===== src/rtl/functions_pkg.sv =====
// Shared constant helper functions used for parameter-derived widths.
package functions_pkg;

    function automatic int clog2(input int value);
        int r;
        int v;
        r = 0;
        v = value - 1;
        while (v > 0) begin
            r = r + 1;
            v = v >> 1;
        end
        return r;
    endfunction

endpackage


===== src/rtl/moving_average_pkg.sv =====
// Width derivation and FSM state type shared by the moving-average scheduler.
package moving_average_pkg;
    import functions_pkg::*;

    typedef enum logic [1:0] {
        ST_RUN   = 2'd0,
        ST_DRAIN = 2'd1,
        ST_CLEAR = 2'd2
    } state_t;

    function automatic int min1_clog2(input int value);
        int r;
        r = clog2(value);
        return (r < 1) ? 1 : r;
    endfunction

    function automatic int ch_width(input int num_channels);
        return min1_clog2(num_channels);
    endfunction

    function automatic int addr_width(input int num_channels, input int window_size);
        return min1_clog2(num_channels * window_size);
    endfunction

endpackage


===== src/rtl/round_robin_arbiter.sv =====
// Combinational round-robin arbiter: first asserted request at or after i_rr_ptr wins.
module round_robin_arbiter #(
    parameter int N  = 4,
    parameter int IW = 2
) (
    input  logic [N-1:0]  i_req,
    input  logic [IW-1:0] i_rr_ptr,
    output logic [N-1:0]  o_grant,
    output logic [IW-1:0] o_idx,
    output logic          o_valid
);

    always_comb begin
        int              cand;
        logic [IW-1:0]   w_c;
        o_grant = '0;
        o_idx   = '0;
        o_valid = 1'b0;
        cand    = 0;
        w_c     = '0;
        for (int k = 0; k < N; k++) begin
            cand = int'(i_rr_ptr) + k;
            if (cand >= N) cand = cand - N;
            w_c = IW'(cand);
            if (!o_valid && i_req[w_c]) begin
                o_valid      = 1'b1;
                o_grant[w_c] = 1'b1;
                o_idx        = w_c;
            end
        end
    end

endmodule


===== src/rtl/moving_average_scheduler.sv =====
// Arbitrates per-channel samples onto a shared moving-average datapath and
// tracks each channel's window write pointer and fill level.
//   state    | meaning
//   ST_RUN   | normal arbitration and issue
//   ST_DRAIN | clear pending: no grants, wait for output stage to empty
//   ST_CLEAR | zero pointers of target channel(s), pulse clear_done
module moving_average_scheduler
    import moving_average_pkg::*;
#(
    parameter  int NUM_CHANNELS = 4,
    parameter  int WINDOW_SIZE  = 8,
    parameter  int DATA_SIZE    = 16,
    localparam int CH_W         = ch_width(NUM_CHANNELS),
    localparam int ADDR_W       = addr_width(NUM_CHANNELS, WINDOW_SIZE)
) (
    input  logic                           clk,
    input  logic                           reset,
    input  logic [NUM_CHANNELS-1:0]        in_valid,
    input  logic [NUM_CHANNELS*DATA_SIZE-1:0] in_data,
    output logic [NUM_CHANNELS-1:0]        in_ready,
    input  logic                           clear_req,
    input  logic                           clear_all,
    input  logic [CH_W-1:0]                clear_channel,
    output logic                           clear_done,
    output logic                           dp_valid,
    input  logic                           dp_ready,
    output logic [CH_W-1:0]                dp_channel,
    output logic [DATA_SIZE-1:0]           dp_data,
    output logic [ADDR_W-1:0]              dp_addr,
    output logic                           dp_window_full
);

    localparam int WP_W = min1_clog2(WINDOW_SIZE);
    localparam int FC_W = min1_clog2(WINDOW_SIZE + 1);

    state_t                  r_state;
    state_t                  w_state_nxt;
    logic [CH_W-1:0]         r_rr_ptr;
    logic [WP_W-1:0]         r_wp [NUM_CHANNELS];
    logic [FC_W-1:0]         r_fc [NUM_CHANNELS];
    logic                    r_clr_all;
    logic [CH_W-1:0]         r_clr_ch;

    logic [NUM_CHANNELS-1:0] w_grant;
    logic [CH_W-1:0]         w_gidx;
    logic                    w_gvalid;
    logic                    w_grant_en;
    logic                    w_xfer;
    logic [DATA_SIZE-1:0]    w_gdata;

    round_robin_arbiter #(
        .N  (NUM_CHANNELS),
        .IW (CH_W)
    ) u_arb (
        .i_req    (in_valid),
        .i_rr_ptr (r_rr_ptr),
        .o_grant  (w_grant),
        .o_idx    (w_gidx),
        .o_valid  (w_gvalid)
    );

    always_ff @(posedge clk) begin
        if (reset) r_state <= ST_RUN;
        else       r_state <= w_state_nxt;
    end

    always_comb begin
        w_state_nxt = r_state;
        case (r_state)
            ST_RUN:   if (clear_req) w_state_nxt = ST_DRAIN;
            ST_DRAIN: if (!dp_valid || dp_ready) w_state_nxt = ST_CLEAR;
            ST_CLEAR: w_state_nxt = ST_RUN;
            default:  w_state_nxt = ST_RUN;
        endcase
    end

    // Reset gates the combinational outputs so nothing is offered or reported mid-reset.
    always_comb begin
        w_grant_en = (r_state == ST_RUN) && !clear_req && !reset && (!dp_valid || dp_ready);
        in_ready   = w_grant_en ? w_grant : '0;
        clear_done = (r_state == ST_CLEAR) && !reset;
    end

    assign w_xfer = w_gvalid && |(in_valid & in_ready);

    always_comb begin
        w_gdata = '0;
        for (int c = 0; c < NUM_CHANNELS; c++) begin
            if (w_gidx == CH_W'(c)) w_gdata = in_data[c*DATA_SIZE +: DATA_SIZE];
        end
    end

    always_ff @(posedge clk) begin
        if (reset) begin
            r_rr_ptr       <= '0;
            r_clr_all      <= 1'b0;
            r_clr_ch       <= '0;
            dp_valid       <= 1'b0;
            dp_channel     <= '0;
            dp_data        <= '0;
            dp_addr        <= '0;
            dp_window_full <= 1'b0;
            for (int c = 0; c < NUM_CHANNELS; c++) begin
                r_wp[c] <= '0;
                r_fc[c] <= '0;
            end
        end else begin
            if (w_xfer) begin
                dp_valid       <= 1'b1;
                dp_channel     <= w_gidx;
                dp_data        <= w_gdata;
                dp_addr        <= ADDR_W'(w_gidx) * ADDR_W'(WINDOW_SIZE) + ADDR_W'(r_wp[w_gidx]);
                dp_window_full <= (r_fc[w_gidx] == FC_W'(WINDOW_SIZE));
                r_rr_ptr       <= (w_gidx == CH_W'(NUM_CHANNELS - 1)) ? '0 : w_gidx + 1'b1;
            end else if (dp_ready) begin
                dp_valid <= 1'b0;
            end

            if (r_state == ST_RUN && clear_req) begin
                r_clr_all <= clear_all;
                r_clr_ch  <= clear_channel;
            end

            for (int c = 0; c < NUM_CHANNELS; c++) begin
                if (w_xfer && w_gidx == CH_W'(c)) begin
                    r_wp[c] <= (r_wp[c] == WP_W'(WINDOW_SIZE - 1)) ? '0 : r_wp[c] + 1'b1;
                    if (r_fc[c] != FC_W'(WINDOW_SIZE)) r_fc[c] <= r_fc[c] + 1'b1;
                end
                // An out-of-range clear_channel matches no c and clears nothing.
                if (r_state == ST_CLEAR && (r_clr_all || r_clr_ch == CH_W'(c))) begin
                    r_wp[c] <= '0;
                    r_fc[c] <= '0;
                end
            end
        end
    end

endmodule


===== config.mk =====
export PLATFORM = sky130hd
export DESIGN_NAME = moving_average_scheduler
export DESIGN_NICKNAME = d
export VERILOG_FILES = /design/src/rtl/functions_pkg.sv /design/src/rtl/moving_average_pkg.sv /design/src/rtl/round_robin_arbiter.sv /design/src/rtl/moving_average_scheduler.sv
export SDC_FILE = /design/constraint.sdc
export NUM_CORES = 1
export LEC_CHECK = 0
export BUFFER_PORTS_ARGS = -buffer_cell sky130_fd_sc_hd__buf_4
export CAP_MARGIN = 20
export CORE_MARGIN = 2
export CORE_UTILIZATION = 49
export DETAILED_ROUTE_END_ITERATION = 10
export PLACE_DENSITY = 0.77
export SYNTH_ARGS = -nofsm -noshare
export SYNTH_HDL_FRONTEND = slang
export SYNTH_SLANG_ARGS = --single-unit

===== constraint.sdc =====
create_clock -name clk -period 4.7 [get_ports clk]
set_input_delay 0.705 -clock clk [delete_from_list [all_inputs] [get_ports clk]]
set_output_delay 0.705 -clock clk [all_outputs]
set_load 0.005 [all_outputs]

==> impl_metrics.tcl <==
set metrics [dict create \
    seq_power_share_pct 27.1 \
    yosysWarnings 0 \
    postLayoutCoreUtil_pct 63.23 \
    die-area_um2 9403 \
    cp_max_fo 26 \
    initialDrtViolationCount 217 \
    final_cells 694 \
    critical_path_class "register to register" \
    fin_setup_tns_ns 0 \
    setup_viol_count_final 0 \
    numCtsBuffers 9 \
    yosysTopAreaCell "edfxtp_1" \
    via_per_inst 5.697 \
    ys_types 53 \
    ys_top_cells_by_area "edfxtp_1, dfxtp_1, a21oi_1" \
    ys.flop_type "dfxtp_1" \
    worst-path-buf-inv 2 \
    grt_first_pass_wirelength_um 17810 \
    cts-root-buf "clkbuf_8" \
    max_freq_ghz 0.2500 \
    design.portCount 105 \
    fin_ws_ns 0.6999 \
    drive_gt1_share_pct 23.94 \
    postCtsSetupBuffers 0 \
    finalInstanceArea_um2 5248 \
    synthArstFlopShare_pct 0 \
    rows 33 \
    yosysSeqAreaShare_pct 34.03 \
    power.density_nw_per_um2 489.4 \
    first_pass_iters 5 \
    antenna_found_initial 0 \
    critPathLaunchType "register" \
    seq_area_um2 1441 \
    portBuffers 104 \
    place_area_um2 5067 \
    slew_headroom_pct 52.11 \
    fin_crit_sh_pct 85.11 \
    fp.dieW_um 96.97 \
    clkLatencyLatePin_ns 0.33 \
    hold-worst-slack_ns 0.4754 \
    p_switching_mw 1.101 \
    p_int_mw 1.468 \
    n_fill_cell 725 \
    peakVddDrop_v 0.0002732 \
    multi_input_area_um2 2481 \
    rsz0062_at_grt "false" \
    routed-via-count 3954 \
    crit_family "compound AO/OA/AOI/OAI gates" \
    cts_tree "built" \
    status "complete, no violations" \
    r2r_cells 9 \
    crit_cells 9 \
    grt_max_degree 42 \
    finalHoldViolCount 0 \
    start_util_pct 51.03 \
    diodes 0 \
    drt_drc_violations_left 0 \
    nets 686 \
    cts_hold_buf 0 \
    worst_pin_slew_ns 0.7156 \
    ys_seq_elements 58 \
    crit_required_ns 4.96 \
    p_leak_nw 2.331 \
    maxSlewViolCount 0 \
    wl_per_cell_um 15.69 \
    grt_pass1_vias 3724 \
    swShare_pct 42.86 \
    clkTransAtPathRegs_ns 0.07 \
    skew_ns 0.009421 \
    hold_depth 1 \
    synthCells 492 \
    gp_routability_congestion 0.9308 \
    synth_top_area_share_pct 19.85 \
    die_y_um 96.97 \
    syn2layout_area_growth_pct 23.90 \
    wl_um 10890 \
    cts_num_sinks 58 \
    cp_cell_sequence "inv_1, ha_1, mux4_2, a21oi_1, a221oi_1, or4_1, o21ai_4, buf_4, mux2i_1" \
    design.core.area_um2 8299 \
    synth_area_um2 4235 \
    p_total_mw 2.568 \
    dp_worst_setup_slack_ns 0.7321 \
    grt-ovfl-total 0 \
    synth_nets 594 \
    critPathMaxStageDelay_ns 0.69 \
    cap_viol_max_count 0 \
    cp.arrival_ns 4.26 \
    drtAntennaViolNets 0 \
    clk_path_buf_depth 2 \
    p_clk_share_pct 16.4 \
    track_usage_pct 22.84 \
    syn_area_per_cell_um2 8.608 \
    finalCriticalPeriod_ns 4.000 \
    endpoint_kind "register" \
    post_cts_resized 0 \
    critPathSlowestCell "or4_1" \
    placed_cells 678 \
    hold_class "register to register" \
    synth_edf_count 28 \
    htreeDepth 3 \
    dp_hpwl_um 8148 \
    comb_power_share_pct 56.5 \
]
[power by group through the flow]
stage | Clock [mW] | Combinational [mW] | Sequential, mW
2_1_floorplan | 0 | 1.01 | 0.701
3_3_place_gp | 0 | 1.39 | 0.702
3_5_place_dp | 0 | 1.43 | 0.706
4_1_cts | 0.427 | 1.44 | 0.697
5_1_grt | 0.449 | 1.62 | 0.709
6_report | 0.422 | 1.45 | 0.696
[Yosys cell counts, types with 2 or more instances]
library cell,n
or3_1,8
o21ai_1,7
and4_1,3
inv_1,39
edfxtp_1,28
nor4_1,8
mux2_2,2
mux2i_1,27
a2111o_1,2
o21ai_0,3
nand2_1,35
nor2b_1,2
a211oi_1,14
a21oi_1,72
nor3_1,17
xnor2_1,3
nor2_1,30
nand3b_1,22
nand3_1,4
dfxtp_1,30
ha_1,27
clkbuf_1,21
buf_6,2
o31ai_1,6
a221oi_1,3
nor3b_1,5
buf_4,3
mux4_2,4
a21o_1,5
buf_2,7
nand2b_1,25
and3_1,3
o41a_1,4
and2_1,2
[cell type report]
class	count	area share (%)
clock buffers	11	2.909
clock inverters	5	0.5246
inverters	40	2.861
multi-input cells	360	47.28
flip-flops and latches	58	27.47
well taps	105	2.504
repair buffers	115	16.45
[placed cells by master, fill, tap and decap left out, types with 4 or more instances in the layout]
| cell type | netlist | final |
|---|---|---|
| a21o_1 | 5 | 5 |
| clkinv_2 | 0 | 4 |
| nor4_1 | 8 | 8 |
| nand2_1 | 35 | 35 |
| o21ai_1 | 7 | 7 |
| nor3_1 | 17 | 17 |
| nor2_1 | 30 | 30 |
| ha_1 | 27 | 27 |
| edfxtp_1 | 28 | 28 |
| nor3b_1 | 5 | 5 |
| mux2i_1 | 27 | 27 |
| dfxtp_1 | 30 | 30 |
| nand2b_1 | 25 | 25 |
| buf_4 | 3 | 115 |
| or3_1 | 8 | 8 |
| inv_1 | 39 | 39 |
| o41a_1 | 4 | 4 |
| a21oi_1 | 72 | 72 |
| nand3_1 | 4 | 4 |
| o31ai_1 | 6 | 6 |
| nand3b_1 | 22 | 22 |
| clkbuf_8 | 0 | 9 |
| a211oi_1 | 14 | 14 |
| mux4_2 | 4 | 4 |
[per-layer routing]
metal	track usage [%]	part of all wire, %
met5	0	0
met4	6.609	2.0
met3	5.564	7.5
met2	38.78	48
met1	28.85	42
[final timing paths]
| check | to | start | slack [ns] |
|---|---|---|---|
| max | dp_data[12] | r_rr_ptr[1] | 0.70 |
| min | r_state[0] | r_state[1] | 0.48 |
| max reg2reg | dp_data[12] | r_rr_ptr[1] | 0.70 |
| min reg2reg | r_state[0] | r_state[1] | 0.48 |
[cells by family (layout without fill, tap and decap cells)]
group,after synthesis,in the layout,share of synthesized area (%)
AND/OR/NAND/NOR,169,169,21.77
multiplexers,33,33,9.040
buffers and inverters,74,171,7.385
AO/OA/AOI/OAI,127,127,18.97
flip-flops,58,58,34.03
adder cells (fa/ha/maj),27,27,7.976
XOR/XNOR,4,4,0.8273
[state kept, by name, indices dropped and copies added, names as in the netlist]
name and cells:
dp_data 16, r_clr_ch 2, dp_addr 3, dp_valid 1, dp_window_full 1, r_fc 16
r_rr_ptr 2, r_state 2, r_clr_all 1, r_wp 12, dp_channel 2
(Power assumes the default switching activity.)
